## config.mk

```make
export PLATFORM = sky130hd
export DESIGN_NAME = pe_mem_wr_ctrl
export DESIGN_NICKNAME = d
export VERILOG_FILES = /design/src/rtl/tabla_pe_pkg.sv /design/src/rtl/pe_ns_addr_cnt.sv /design/src/rtl/pe_mem_wr_ctrl.sv
export SDC_FILE = /design/constraint.sdc
export NUM_CORES = 1
export LEC_CHECK = 0
export CELL_PAD_IN_SITES_DETAIL_PLACEMENT = 0
export CELL_PAD_IN_SITES_GLOBAL_PLACEMENT = 1
export CORE_MARGIN = 1
export CORE_UTILIZATION = 40
export DETAILED_ROUTE_END_ITERATION = 16
export GPL_TIMING_DRIVEN = 0
export PLACE_DENSITY = 0.89
export REMOVE_ABC_BUFFERS = 1
export SLEW_MARGIN = 20
export SYNTH_ARGS = -nofsm -noshare
export SYNTH_HDL_FRONTEND = slang
export SYNTH_SLANG_ARGS = --single-unit
```

## constraint.sdc

```tcl
create_clock -name clk -period 3.1 [get_ports clk]
set_input_delay 0.31 -clock clk [delete_from_list [all_inputs] [get_ports clk]]
set_output_delay 0.31 -clock clk [all_outputs]
set_load 0.005 [all_outputs]
```

## src/rtl/tabla_pe_pkg.sv

```systemverilog
// ---------------------------------------------------------------------------
// tabla_pe_pkg
// Shared definitions for the PE memory write controller:
//   - namespace codes for mem_data_type (instruction/data/weight/meta)
//   - FSM state encoding for pe_mem_wr_ctrl
// Optional build macro used by the importing files: PE_MEM_OVF_DETECT_EN
// ---------------------------------------------------------------------------
package tabla_pe_pkg;

  localparam int NS_INST   = 0;
  localparam int NS_DATA   = 1;
  localparam int NS_WEIGHT = 2;
  localparam int NS_META   = 3;
  localparam int NUM_NS    = 4;

  typedef enum logic [1:0] {
    ST_IDLE = 2'd0,
    ST_LOAD = 2'd1,
    ST_RUN  = 2'd2
  } pe_state_e;

endpackage : tabla_pe_pkg

```

## src/rtl/pe_ns_addr_cnt.sv

```systemverilog
// ---------------------------------------------------------------------------
// pe_ns_addr_cnt
// Write-address counter for one PE memory namespace.
// Ports:
//   clk    in  1  clock
//   reset  in  1  asynchronous active-high reset
//   inc    in  1  advance after a write to this namespace
//   clr    in  1  synchronous clear (end of computation)
//   cnt    out W  address for the next write
//   full   out 1  last location already written; further writes must drop
// Macro PE_MEM_OVF_DETECT_EN: defined -> counter saturates at 2^W-1 and
// raises full once that location has been written; undefined -> counter
// wraps silently and full is tied low.
// ---------------------------------------------------------------------------
module pe_ns_addr_cnt #(
  parameter int W = 8
) (
  input  logic         clk,
  input  logic         reset,
  input  logic         inc,
  input  logic         clr,
  output logic [W-1:0] cnt,
  output logic         full
);

  logic [W-1:0] cnt_q;

`ifdef PE_MEM_OVF_DETECT_EN
  localparam logic [W-1:0] CNT_MAX = '1;
  logic full_q;

  // The top location is still writable once; full_q records that it was.
  always_ff @(posedge clk or posedge reset) begin
    if (reset) begin
      cnt_q  <= '0;
      full_q <= 1'b0;
    end else if (clr) begin
      cnt_q  <= '0;
      full_q <= 1'b0;
    end else if (inc && !full_q) begin
      if (cnt_q == CNT_MAX) full_q <= 1'b1;
      else                  cnt_q  <= cnt_q + 1'b1;
    end
  end

  assign full = full_q;
`else
  always_ff @(posedge clk or posedge reset) begin
    if (reset)     cnt_q <= '0;
    else if (clr)  cnt_q <= '0;
    else if (inc)  cnt_q <= cnt_q + 1'b1;
  end

  assign full = 1'b0;
`endif

  assign cnt = cnt_q;

endmodule : pe_ns_addr_cnt

```

## src/rtl/pe_mem_wr_ctrl.sv

```systemverilog
// ---------------------------------------------------------------------------
// pe_mem_wr_ctrl
// Loads a PE's four memories (inst/data/weight/meta) from a shared write bus
// and tracks the IDLE -> LOAD -> RUN -> IDLE program lifecycle.
// Ports:
//   clk, reset            clock, asynchronous active-high reset
//   start, eoc            begin execution / end of computation
//   mem_wrt_valid         write strobe on the shared bus
//   peId_mem_in           target lane; only lane == peId is accepted
//   mem_data_type         namespace select (0 inst,1 data,2 weight,3 meta)
//   mem_data_input        write data
//   *_wr_en, *_wr_addr    registered one-hot strobe and address per memory
//   wr_data               registered write data (holds between writes)
//   loading, running      state indicators
//   err_wr_in_run         sticky: matching write arrived while running
//   err_overflow          sticky: write dropped at a full namespace
// Macro PE_MEM_OVF_DETECT_EN enables overflow drop/flag (else wrap).
// ---------------------------------------------------------------------------
module pe_mem_wr_ctrl
  import tabla_pe_pkg::*;
#(
  parameter int peId             = 0,
  parameter int logNumPeMemLanes = 2,
  parameter int memDataLen       = 16,
  parameter int logMemNamespaces = 2,
  parameter int instAddrLen      = 8,
  parameter int dataAddrLen      = 8,
  parameter int weightAddrLen    = 8,
  parameter int metaAddrLen      = 8
) (
  input  logic                        clk,
  input  logic                        reset,
  input  logic                        start,
  input  logic                        eoc,
  input  logic                        mem_wrt_valid,
  input  logic [logNumPeMemLanes-1:0] peId_mem_in,
  input  logic [logMemNamespaces-1:0] mem_data_type,
  input  logic [memDataLen-1:0]       mem_data_input,
  output logic                        inst_wr_en,
  output logic                        data_wr_en,
  output logic                        weight_wr_en,
  output logic                        meta_wr_en,
  output logic [instAddrLen-1:0]      inst_wr_addr,
  output logic [dataAddrLen-1:0]      data_wr_addr,
  output logic [weightAddrLen-1:0]    weight_wr_addr,
  output logic [metaAddrLen-1:0]      meta_wr_addr,
  output logic [memDataLen-1:0]       wr_data,
  output logic                        loading,
  output logic                        running,
  output logic                        err_wr_in_run,
  output logic                        err_overflow
);

  localparam logic [logNumPeMemLanes-1:0] PE_LANE = peId[logNumPeMemLanes-1:0];

  pe_state_e state_q, state_d;

  logic [NUM_NS-1:0] ns_sel;   // matching write decoded to a namespace
  logic [NUM_NS-1:0] ns_full;  // namespace cannot take another write
  logic [NUM_NS-1:0] wr_hit;   // write actually performed
  logic              lane_hit;
  logic              can_write;
  logic              type_ok;
  logic              ovf_hit;
  logic              cnt_clr;

  logic [instAddrLen-1:0]   inst_cnt;
  logic [dataAddrLen-1:0]   data_cnt;
  logic [weightAddrLen-1:0] weight_cnt;
  logic [metaAddrLen-1:0]   meta_cnt;

  logic [NUM_NS-1:0]        wr_en_q;
  logic [instAddrLen-1:0]   inst_addr_q;
  logic [dataAddrLen-1:0]   data_addr_q;
  logic [weightAddrLen-1:0] weight_addr_q;
  logic [metaAddrLen-1:0]   meta_addr_q;
  logic [memDataLen-1:0]    wr_data_q;
  logic                     err_run_q;
  logic                     err_ovf_q;

  assign lane_hit  = mem_wrt_valid && (peId_mem_in == PE_LANE);
  assign can_write = lane_hit && (state_q != ST_RUN);
  // Codes above NS_META only exist when the type field is wider than 2 bits.
  assign type_ok   = (int'(mem_data_type) <= NS_META);

  for (genvar gi = 0; gi < NUM_NS; gi++) begin : g_ns_dec
    assign ns_sel[gi] = can_write && type_ok && (int'(mem_data_type) == gi);
  end

  assign wr_hit  = ns_sel & ~ns_full;
  assign ovf_hit = |(ns_sel & ns_full);
  assign cnt_clr = (state_q == ST_RUN) && eoc;

  pe_ns_addr_cnt #(.W(instAddrLen)) u_cnt_inst (
    .clk(clk), .reset(reset), .inc(wr_hit[NS_INST]), .clr(cnt_clr),
    .cnt(inst_cnt), .full(ns_full[NS_INST])
  );
  pe_ns_addr_cnt #(.W(dataAddrLen)) u_cnt_data (
    .clk(clk), .reset(reset), .inc(wr_hit[NS_DATA]), .clr(cnt_clr),
    .cnt(data_cnt), .full(ns_full[NS_DATA])
  );
  pe_ns_addr_cnt #(.W(weightAddrLen)) u_cnt_weight (
    .clk(clk), .reset(reset), .inc(wr_hit[NS_WEIGHT]), .clr(cnt_clr),
    .cnt(weight_cnt), .full(ns_full[NS_WEIGHT])
  );
  pe_ns_addr_cnt #(.W(metaAddrLen)) u_cnt_meta (
    .clk(clk), .reset(reset), .inc(wr_hit[NS_META]), .clr(cnt_clr),
    .cnt(meta_cnt), .full(ns_full[NS_META])
  );

  // Next-state: start dominates a simultaneous write in IDLE/LOAD (the write
  // still completes); eoc dominates start in RUN.
  always_comb begin
    state_d = state_q;
    unique case (state_q)
      ST_IDLE: begin
        if (start)        state_d = ST_RUN;
        else if (|wr_hit) state_d = ST_LOAD;
      end
      ST_LOAD: if (start) state_d = ST_RUN;
      ST_RUN:  if (eoc)   state_d = ST_IDLE;
      default:            state_d = ST_IDLE;
    endcase
  end

  always_ff @(posedge clk or posedge reset) begin
    if (reset) begin
      state_q       <= ST_IDLE;
      wr_en_q       <= '0;
      inst_addr_q   <= '0;
      data_addr_q   <= '0;
      weight_addr_q <= '0;
      meta_addr_q   <= '0;
      wr_data_q     <= '0;
      err_run_q     <= 1'b0;
      err_ovf_q     <= 1'b0;
    end else begin
      state_q <= state_d;
      wr_en_q <= wr_hit;
      if (|wr_hit)             wr_data_q     <= mem_data_input;
      if (wr_hit[NS_INST])     inst_addr_q   <= inst_cnt;
      if (wr_hit[NS_DATA])     data_addr_q   <= data_cnt;
      if (wr_hit[NS_WEIGHT])   weight_addr_q <= weight_cnt;
      if (wr_hit[NS_META])     meta_addr_q   <= meta_cnt;
      // Leaving RUN starts a fresh program, so the sticky flags reset there.
      if (cnt_clr)                                 err_run_q <= 1'b0;
      else if (lane_hit && (state_q == ST_RUN))    err_run_q <= 1'b1;
      if (cnt_clr)      err_ovf_q <= 1'b0;
      else if (ovf_hit) err_ovf_q <= 1'b1;
    end
  end

  assign inst_wr_en     = wr_en_q[NS_INST];
  assign data_wr_en     = wr_en_q[NS_DATA];
  assign weight_wr_en   = wr_en_q[NS_WEIGHT];
  assign meta_wr_en     = wr_en_q[NS_META];
  assign inst_wr_addr   = inst_addr_q;
  assign data_wr_addr   = data_addr_q;
  assign weight_wr_addr = weight_addr_q;
  assign meta_wr_addr   = meta_addr_q;
  assign wr_data        = wr_data_q;
  assign loading        = (state_q == ST_LOAD);
  assign running        = (state_q == ST_RUN);
  assign err_wr_in_run  = err_run_q;
  assign err_overflow   = err_ovf_q;

endmodule : pe_mem_wr_ctrl

```

==> summary.md, run 1 <==
| Metric | Value |
|---|---|
| Die area | ~9600 um2 |
| Commonest cells post-synth | 87 x dfrtp_1, 42 x nand2_1, 40 x mux2_2 |
| Worst-path clk slew | roughly 80 ps |
| Num CTS Buffers | 9 |
| CP max stage cell | nand3_1 |
| DR DRC count | 6 |
| Count leader, synth | dfrtp_1 |
| Stages on worst setup path | 5 |
| Worst reg2reg path depth | 6 |
| Vias per cell | approximately 5.3 |
| Final ANT Viol Nets | 0 |
| Placed cells | around 480 |
| Non-Filler Instances | roughly 500 |
| HPWL after detailed placement | 5210 um |
| Die span in y | approximately 100 um |
| Max VDD drop | about 350 uV |
| Fillcell total | approximately 770 |
| Endpoint class of the critical path | flip-flop |
| CTS root buf | clkbuf_8 |
| Nets | approximately 410 |
| Antenna diodes | 0 |
| Share of cells above drive strength 1 | 0.156 |
| Post-CTS sizing | 0 |
| Routed wire length | between 7000 and 8000 um |
| Synth area leaders | dfrtp_1 59%, mux2_2 12%, nand2_1 4.3% |
| WL/cell | around 15 um |
| Placed Instance Area | about 4600 um2 |
| Hold Slack | approximately 370 ps |
| Final Cycle Share | 0.812 |
| Syn Area/Cell | around 12 um2 |
| Crit Path Max Fanout | 15 |
| Core Box Area | just under 9000 um2 |
| Routed wl met2 | about 3500 um |
| Sequential fraction of the synthesis area | 0.593 |
| Final Instance Area | 4760 um2 |
| Rel. slew slack | 0.448 |
| Post-synth EDFFs | 0 |
| Hold Violations, Final | 0 |
| Leading area contributor after synthesis | dfrtp_1 |
| Main flop type after synthesis | dfrtp_1 |
| Clock skew | between 10 and 15 ps |
| Least-Margin Pin Slew | slightly above 800 ps |
| Asr flop ratio synth | 1.00 |
| Final setup viols | 0 |
| Buf+Inv Stages, Crit Path | 1 |
| Ys Warns | 0 |
| Postcts setup bufs | 0 |
| Top delay family on crit path | simple AND/OR/NAND/NOR gates |
| Gpl congestion | roughly 0.75 |
| Vias in the first global route | 2813 |
| Routed wl met3 | around 570 um |
| Max Cap Viol | 0 |
| CP cell instances | clkdlybuf4s50_1 -> nor3b_2 -> nand3_1 -> or4_1 -> nand2_1 |
| DRT Pass-1 Iters | 10 |
| Seq cells post-synth | 87 |
| Pwr dens | ~500 nW/um2 |
| CTS tree | yes |
| Outcome | finished, violations left |
| Yosys top cell area share | 0.593 |
| Worst hold path type | in -> async |
| Std cell rows | 34 |
| H-tree depth | 3 |
| Max Freq | 397 MHz |
| DR iter-0 viols | 100 |
| Clock sink count | 87 |
| Layout area overhead | 29.7% |
| Global-route total usage across every layer | 0.173 |
| Wl on met1 | about 3300 um |
| Crit-path max cell delay | between 600 and 700 ps |
| Largest net degree at the start of global routing | 45 |
| Worst EP arrival | ~2800 ps |
| Critical path startpoint category | input port |
| Width of the die | between 90 and 100 um |
| Pleak | about 2.2 nW |
| Mapped cell area | 3670 um2 |
| Synth unique cells | 37 |
| Clock Path Buffers | 2 |
| Min Tclk post-route | 2520 ps |
| First-pass GRT wire length | around 13000 um |
| RSZ-0062 raised after global routing | false |
| Initial antenna violation count | 0 |
| Worst-Skew Late Latency | roughly 350 ps |
| Via count | between 2000 and 3000 |
| Gr ovfl total | 0 |
| Hold buffer count at CTS | 0 |
| IO Count | 81 |
| Starting density of the core | 0.417 |
| Buffers on Ports | 79 |
| Multi-input gate area | between 1000 and 1500 um2 |
| Slew Limit Fails | 0 |
| Mapped Cells | between 300 and 400 |
| Top Layer Used | met4 |
| CP Class | in -> reg |
| Worst Path Required | about 3400 ps |
| Register Area | ~2200 um2 |
| Failing checks | DRC |
-- registers in the layout (all words and copies together) (netlist names) --
name,flops
data_wr_addr,8
u_cnt_meta.cnt,8
u_cnt_inst.cnt,8
err_wr_in_run,1
weight_wr_addr,8
u_cnt_weight.cnt,8
wr_data,16
u_cnt_data.cnt,8
state_q,2
wr_en_q,4
meta_wr_addr,8
inst_wr_addr,8
-- final timing paths --
path,startpoint,endpoint,slack (ps)
max in group asynchronous,reset,u_cnt_data.cnt[7],2120
min in group clk,weight_wr_addr[0],weight_wr_addr[0],480
max reg2reg,state_q[1],u_cnt_weight.cnt[0],780
max,mem_wrt_valid,u_cnt_inst.cnt[3],580
min reg2reg,weight_wr_addr[0],weight_wr_addr[0],480
min,reset,data_wr_addr[1],370
-- cells in the final DEF, fill, tap and decap left out, types with 2 or more instances in the layout --
master and instances:
a21oi_1 6, and4_1 2, clkbuf_1 2, clkbuf_8 9, clkdlybuf4s50_1 79, clkinvlp_4 2, dfrtp_1 87, ha_1 4
inv_1 5, mux2_2 40, mux2i_1 9, nand2_1 42, nand2b_1 3, nand3_1 12, nand4_1 9, nand4b_1 2
nor2_1 17, nor2b_1 2, nor4_1 8, o211ai_1 5, o21a_1 2, o21ai_0 3, o31a_1 2, o31ai_1 3
or3_1 5, or4_1 3, xnor2_1 7, xor2_1 4
-- worst register-to-register path: stages, from the launching register on --
cell and delay, ps:
dfrtp_1 410, nand2b_1 280, inv_1 320, or3_1 600
inv_1 340, xnor2_1 170, nor2_1 50
-- metrics by stage --
| stage | total power, mW | utilization | setup TNS (ps) | setup WS (ps) |
|---|---|---|---|---|
| CTS | 2.42 | 0.541 | 0 | 599 |
| detailed placement | 1.64 | 0.519 | 0 | 196 |
| global placement | 1.63 | 0.515 | -71770 | -789 |
| finish | 2.39 | 0.541 | 0 | 584 |
| global route | 2.50 | 0.541 | 0 | 363 |
| floorplan | 1.41 | - | 0 | 540 |
-- kinds of logic (layout without fill, tap and decap cells) --
| family | Yosys count | count (layout) | synth area share |
|---|---|---|---|
| adder cells (fa/ha/maj) | 4 | 4 | 0.0136 |
| buffers and inverters | 20 | 103 | 0.0239 |
| multiplexers | 49 | 49 | 0.147 |
| AND/OR/NAND/NOR | 112 | 112 | 0.153 |
| AO/OA/AOI/OAI | 23 | 23 | 0.0416 |
| flip-flops | 87 | 87 | 0.593 |
| other | 1 | 1 | 0.00102 |
| XOR/XNOR | 11 | 11 | 0.0262 |
-- cell type report --
| class | instances | area share |
|---|---|---|
| Sequential cell | 87 | 0.457 |
| Multi-Input combinational cell | 200 | 0.296 |
| Timing Repair Buffer | 81 | 0.173 |
| Tap cell | 108 | 0.0284 |
| Clock buffer | 11 | 0.0276 |
| Clock inverter | 5 | 0.0124 |
| Inverter | 6 | 0.00526 |
-- per-layer routing --
metal  vias up  track usage
met5         -            0
met4         0       0.0676
met3        11       0.0580
met2        76        0.280
met1      1318        0.213
li1       1236            -
-- where the power goes --
part,total [mW],switching (mW),internal [mW]
combinational,0.357,0.141,0.216
sequential,1.26,0.0479,1.21
clock,0.770,0.396,0.373
Note: power is estimated with default switching activity, not from simulation.
==> run 2: changes to the inputs <==
Settings changed: CORE_UTILIZATION 40 to 36, PLACE_DENSITY 0.89 to 0.85.
Clock period 3.1 ns to 2.27 ns, I/O delays scaled along.
==> run 2 against run 1 <==
- the flow now finishes without violations
- via count rose by 0.34%
- sequential share of layout area is 1.7 points lower
- final cell count rose by 6.0%
- global-route usage is 1.7 points lower
- routed wire length is 0.27% higher
- count of clock-buffer cells in the layout did not move
- utilization down 3.7 points
- critical path depth unchanged
- die area grew 11%
- worst setup slack worse by 480 ps
- register-to-register slack got worse by 580 ps
==> summary.md, run 2 (synthesis results as in run 1) <==
| Metric | Value |
|---|---|
| Outcome | finished, final reports clean |
| Clock share of power | 0.372 |
| DRT Pass-1 Iters | 4 |
| Clock Path Buffers | 2 |
| DR iter-0 viols | 89 |
| Gr ovfl total | 0 |
| H-tree depth | 3 |
| Clock skew | ~12 ps |
| Share of cells above drive strength 1 | 0.190 |
| WL/cell | around 14 um |
| Starting density of the core | 0.374 |
| Antenna diodes | 0 |
| Pre-CTS setup slack | -492 ps |
| CP Class | in -> reg |
| Most frequent cells in the layout | 87 x dfrtp_1, 79 x clkdlybuf4s50_1, 41 x nand2_1 |
| Die area | between 10000 and 15000 um2 |
| Comb pwr share | 0.146 |
| Vias in the first global route | approximately 2700 |
| Nets | roughly 420 |
| HPWL after detailed placement | 5140 um |
| Buffers on Ports | 79 |
| Pleak | roughly 2.2 nW |
| Vias per cell | about 5 |
| Worst-Skew Late Latency | between 300 and 400 ps |
| Pint | roughly 2.8 mW |
| Num CTS Buffers | 9 |
| Max VDD drop | between 400 and 500 uV |
| Slew Limit Fails | 0 |
| Hold Slack | about 260 ps |
| Placed cells | 507 |
| Non-Filler Instances | between 500 and 600 |
| Placed Instance Area | approximately 4600 um2 |
| Least-Margin Pin Slew | between 800 and 900 ps |
| Die span in y | about 100 um |
| Pwr dens | 722 nW/um2 |
| Rel. slew slack | 0.441 |
| Worst Path Required | 2540 ps |
| Core Box Area | approximately 10000 um2 |
| IO Count | 81 |
| Initial antenna violation count | 0 |
| Largest net degree at the start of global routing | 46 |
| Final setup viols | 0 |
| Max Cap Viol | 0 |
| Hold Violations, Final | 0 |
| Min Tclk post-route | ~2200 ps |
| Gpl congestion | 0.774 |
| Final ANT Viol Nets | 0 |
| Layout area overhead | 34.7% |
| Worst-path clk slew | 90 ps |
| Sequential Power Share | 0.482 |
| Via count | between 2000 and 3000 |
| Fillcell total | between 900 and 1000 |
| First-pass GRT wire length | around 13000 um |
| Net Switching | approximately 810 uW |
| Worst hold path type | in -> async |
| Switching Share | 0.225 |
| RSZ-0062 raised after global routing | false |
| Endpoint class of the critical path | flip-flop |
| Critical Path Source | peId_mem_in[1] |
| CTS root buf | clkbuf_8 |
| Global-route total usage across every layer | 0.155 |
| Final WS setup | about 100 ps |
| Critical path startpoint category | input port |
| Crit Path Max Fanout | 11 |
| CTS tree | yes |
| Final Util | 0.504 |
| Setup TNS | 0 ps |
| Max Freq | about 460 MHz |
| Std cell rows | 36 |
| Final Cycle Share | 0.955 |
| Width of the die | about 100 um |
| Total power | between 3 and 4 mW |
| Largest register FFs | 16 |
| Most common cell after layout, fill and taps aside | dfrtp_1 |
| Critical R2R Launch | state_q[1] |
| Clock sink count | a little under 90 |
| DR DRC count | 0 |
| Routed wire length | about 7500 um |
| Worst EP arrival | 2440 ps |
| Final Instance Area | roughly 4900 um2 |
| Hold buffer count at CTS | 0 |
| R2R setup slack | roughly 200 ps |
[run 2: cell types whose count changed in the layout (fill, tap and decap cells not counted), moves of 2 or more]
| cell | delta |
|---|---|
| nand3_2 | +2 |
| nand3_1 | -2 |
| clkbuf_8 | +2 |
| clkbuf_1 | -2 |
| bufinv_16 | +2 |
| buf_4 | +5 |
| inv_1 | -2 |
[run 2: power groups by stage]
stage	combinational, mW	sequential (mW)	clock, mW
3_3_place_gp	0.479	1.74	0
5_1_grt	0.567	1.74	1.43
6_report	0.523	1.72	1.33
4_1_cts	0.525	1.72	1.37
2_1_floorplan	0.173	1.75	0
3_5_place_dp	0.496	1.75	0
[run 2: layout make-up]
type / instances / area [um2] / area share
Multi-Input combinational cell: 200 / 1450 / 0.293
Tap cell: 133 / 166 / 0.0337
Clock inverter: 5 / 104 / 0.0210
Sequential cell: 87 / 2180 / 0.440
Inverter: 6 / 32.5 / 0.00658
Timing Repair Buffer: 86 / 867 / 0.175
Clock buffer: 11 / 151 / 0.0306
[run 2: critical path: stages]
cell	delay [ps]
clkdlybuf4s50_1	490
or3b_4	520
or4_4	580
or4_1	480
a21oi_1	150
[run 2: repair_timing]
| item | in CTS | in global routing |
|---|---|---|
| resized for setup | 3 | 7 |
| endpoints found under the setup margin | 17 | 37 |
| buffers inserted | 5 | 0 |
[run 2: layer usage]
metal | global-route usage | share of wire | up-vias
met5 | 0 | 0 | -
met4 | 0.0531 | 0.012 | 0
met3 | 0.0556 | 0.077 | 9
met2 | 0.261 | 0.48 | 83
met1 | 0.185 | 0.43 | 1316
li1 | - | - | 1242
[run 2: final timing paths]
kind / to / cells past startpoint
worst max register to register: u_cnt_weight.cnt[7] / 5
worst min-delay path: wr_data[4] / 2
worst max-delay path: u_cnt_weight.cnt[7] / 5
max in group asynchronous: u_cnt_meta.cnt[4] / 3
min in group clk: state_q[0] / 2
worst min register to register: weight_wr_addr[6] / 2
==> run 3: changes to the inputs <==
Settings changed: CTS_BUF_LIST set to sky130_fd_sc_hd__clkbuf_16, PLACE_DENSITY 0.85 to 0.78.
==> run 3 against run 2 <==
- register-to-register slack worse by 70 ps
- sequential cell count is the same
- maximum frequency fell by 0.24%
- critical path depth is the same
- via count fell by 2.2%
- final area is essentially flat
- sequential share of layout area about the same
- total power increased by 2.1%
- die area did not move
- final cell count shrank 0.19%
==> summary.md, run 3 (synthesis results as in run 1) <==
| Metric | Value |
|---|---|
| First-pass GRT wire length | approximately 13000 um |
| Worst EP arrival | approximately 2400 ps |
| Worst hold path type | in -> async |
| Non-Filler Instances | 527 |
| Placed Instance Area | between 4000 and 5000 um2 |
| Max VDD drop | between 400 and 500 uV |
| Pleak | around 2.3 nW |
| Vias per cell | just under 5 |
| Share of cells above drive strength 1 | 0.175 |
| Least-Margin Pin Slew | approximately 850 ps |
| Outcome | finished, final reports clean |
| Buffers on Ports | between 70 and 80 |
| DR iter-0 viols | between 60 and 70 |
| WL/cell | between 10 and 15 um |
| Hold Violations, Final | 0 |
| Clock sink count | between 80 and 90 |
| Comb pwr share | 0.142 |
| Min Tclk post-route | between 2000 and 2500 ps |
| Hold buffer count at CTS | 0 |
| Gpl congestion | roughly 0.75 |
| Antenna diodes | 0 |
| Fillcell total | roughly 910 |
| Width of the die | roughly 100 um |
| Via count | ~2600 |
| Clock Path Buffers | 2 |
| Slew Limit Fails | 0 |
| Clock skew | roughly 7.6 ps |
| DRT Pass-1 Iters | 4 |
| CTS tree | yes |
| Die span in y | slightly above 100 um |
| Gr ovfl total | 0 |
| IO Count | between 80 and 90 |
| Stages on worst setup path | 5 |
| Switching Share | 0.230 |
| CTS root buf | clkbuf_16 |
| Layout area overhead | 34.8% |
| Buf+Inv Stages, Crit Path | 1 |
| Final Instance Area | slightly below 5000 um2 |
| CP max stage cell | or4_4 |
| Most frequent cells in the layout | 87 x dfrtp_1, 79 x clkdlybuf4s50_1, 42 x nand2_1 |
| Std cell rows | 36 |
| Final ANT Viol Nets | 0 |
| Rel. slew slack | 0.430 |
| DR DRC count | 0 |
| Worst-Skew Late Latency | around 330 ps |
| Endpoint class of the critical path | flip-flop |
| Starting density of the core | 0.374 |
| Most common cell after layout, fill and taps aside | dfrtp_1 |
| Top delay family on crit path | simple AND/OR/NAND/NOR gates |
| Worst Path Required | 2520 ps |
| Max Freq | 460 MHz |
| Largest net degree at the start of global routing | 54 |
| Global-route total usage across every layer | 0.162 |
| R2R setup slack | approximately 130 ps |
| Initial antenna violation count | 0 |
| Worst-path clk slew | 60 ps |
| Sequential Power Share | 0.472 |
| Critical path startpoint category | input port |
| Pint | around 2.8 mW |
| Die area | between 10000 and 15000 um2 |
| Num CTS Buffers | 9 |
| Worst reg2reg path depth | 5 |
| Crit Path Max Fanout | 11 |
| H-tree depth | 3 |
| Largest register FFs | 16 |
| CP Class | in -> reg |
| Nets | ~420 |
| Clock share of power | 0.386 |
| Crit-path max cell delay | around 570 ps |
| Routed wire length | around 7500 um |
| Final Cycle Share | 0.957 |
| Pwr dens | 737 nW/um2 |
| Final setup viols | 0 |
| CP cell instances | clkdlybuf4s50_1 -> or3b_4 -> or4_4 -> or4_1 -> a21oi_1 |
| Max Cap Viol | 0 |
| Placed cells | between 500 and 600 |
| Core Box Area | slightly below 10000 um2 |
| HPWL after detailed placement | ~5000 um |
| Vias in the first global route | approximately 2800 |
| Net Switching | roughly 840 uW |
==> run 3: through the flow <==
step | hold slack (ps) | utilization | total power [mW] | worst slack (ps) | setup TNS (ps)
after floorplan | 298 | - | 1.92 | -207 | -18930
after global placement | 460 | 0.465 | 2.22 | -1530 | -156660
after detailed placement | 463 | 0.469 | 2.24 | -462 | -14600
after CTS | 284 | 0.502 | 3.69 | -3.66 | -4.47
after global routing | 306 | 0.504 | 3.82 | -4.27 | -4.27
final | 263 | 0.504 | 3.65 | 97.3 | 0
==> run 3: worst paths after layout <==
| check | from | end |
|---|---|---|
| worst max-delay path | peId_mem_in[1] | u_cnt_weight.cnt[7] |
| max in group asynchronous | reset | weight_wr_addr[6] |
| worst min-delay path | reset | data_wr_addr[2] |
| min in group clk | weight_wr_addr[7] | weight_wr_addr[7] |
| worst max register to register | state_q[1] | u_cnt_weight.cnt[7] |
| worst min register to register | weight_wr_addr[7] | weight_wr_addr[7] |
==> run 3: worst reg2reg max path: stages (launching register included) <==
cell	delay [ps]
dfrtp_1	420
nand2b_2	240
clkinvlp_4	210
or4_4	540
or4_1	480
a21oi_1	150
==> run 3: cell type report <==
| class | instances | area (um2) | share of cell area |
|---|---|---|---|
| Sequential cell | 87 | 2180 | 0.440 |
| Multi-Input combinational cell | 200 | 1430 | 0.290 |
| Timing Repair Buffer | 85 | 860 | 0.174 |
| Clock buffer | 9 | 225 | 0.0455 |
| Tap cell | 133 | 166 | 0.0336 |
| Clock inverter | 7 | 57.6 | 0.0116 |
| Inverter | 6 | 28.8 | 0.00582 |
==> run 3: layer usage <==
layer	up-vias	global-route usage	wire length [um]
li1	1244	-	-
met1	1274	0.190	3370
met2	70	0.266	3490
met3	5	0.0732	606
met4	0	0.0509	59
met5	-	0	0
==> run 3: power groups by stage <==
stage               registers (mW)  logic, mW  clock network [mW]
floorplan                     1.75      0.173                   0
global placement              1.74      0.481                   0
detailed placement            1.75      0.495                   0
CTS                           1.72      0.522                1.44
global route                  1.74      0.572                1.51
finish                        1.72      0.516                1.41
==> run 3: timing repair <==
item                       in CTS  in global routing
setup endpoints to repair       7                 16
setup buffers                   4                  0
hold endpoints to repair        0                  0
gates resized for setup         4                  3
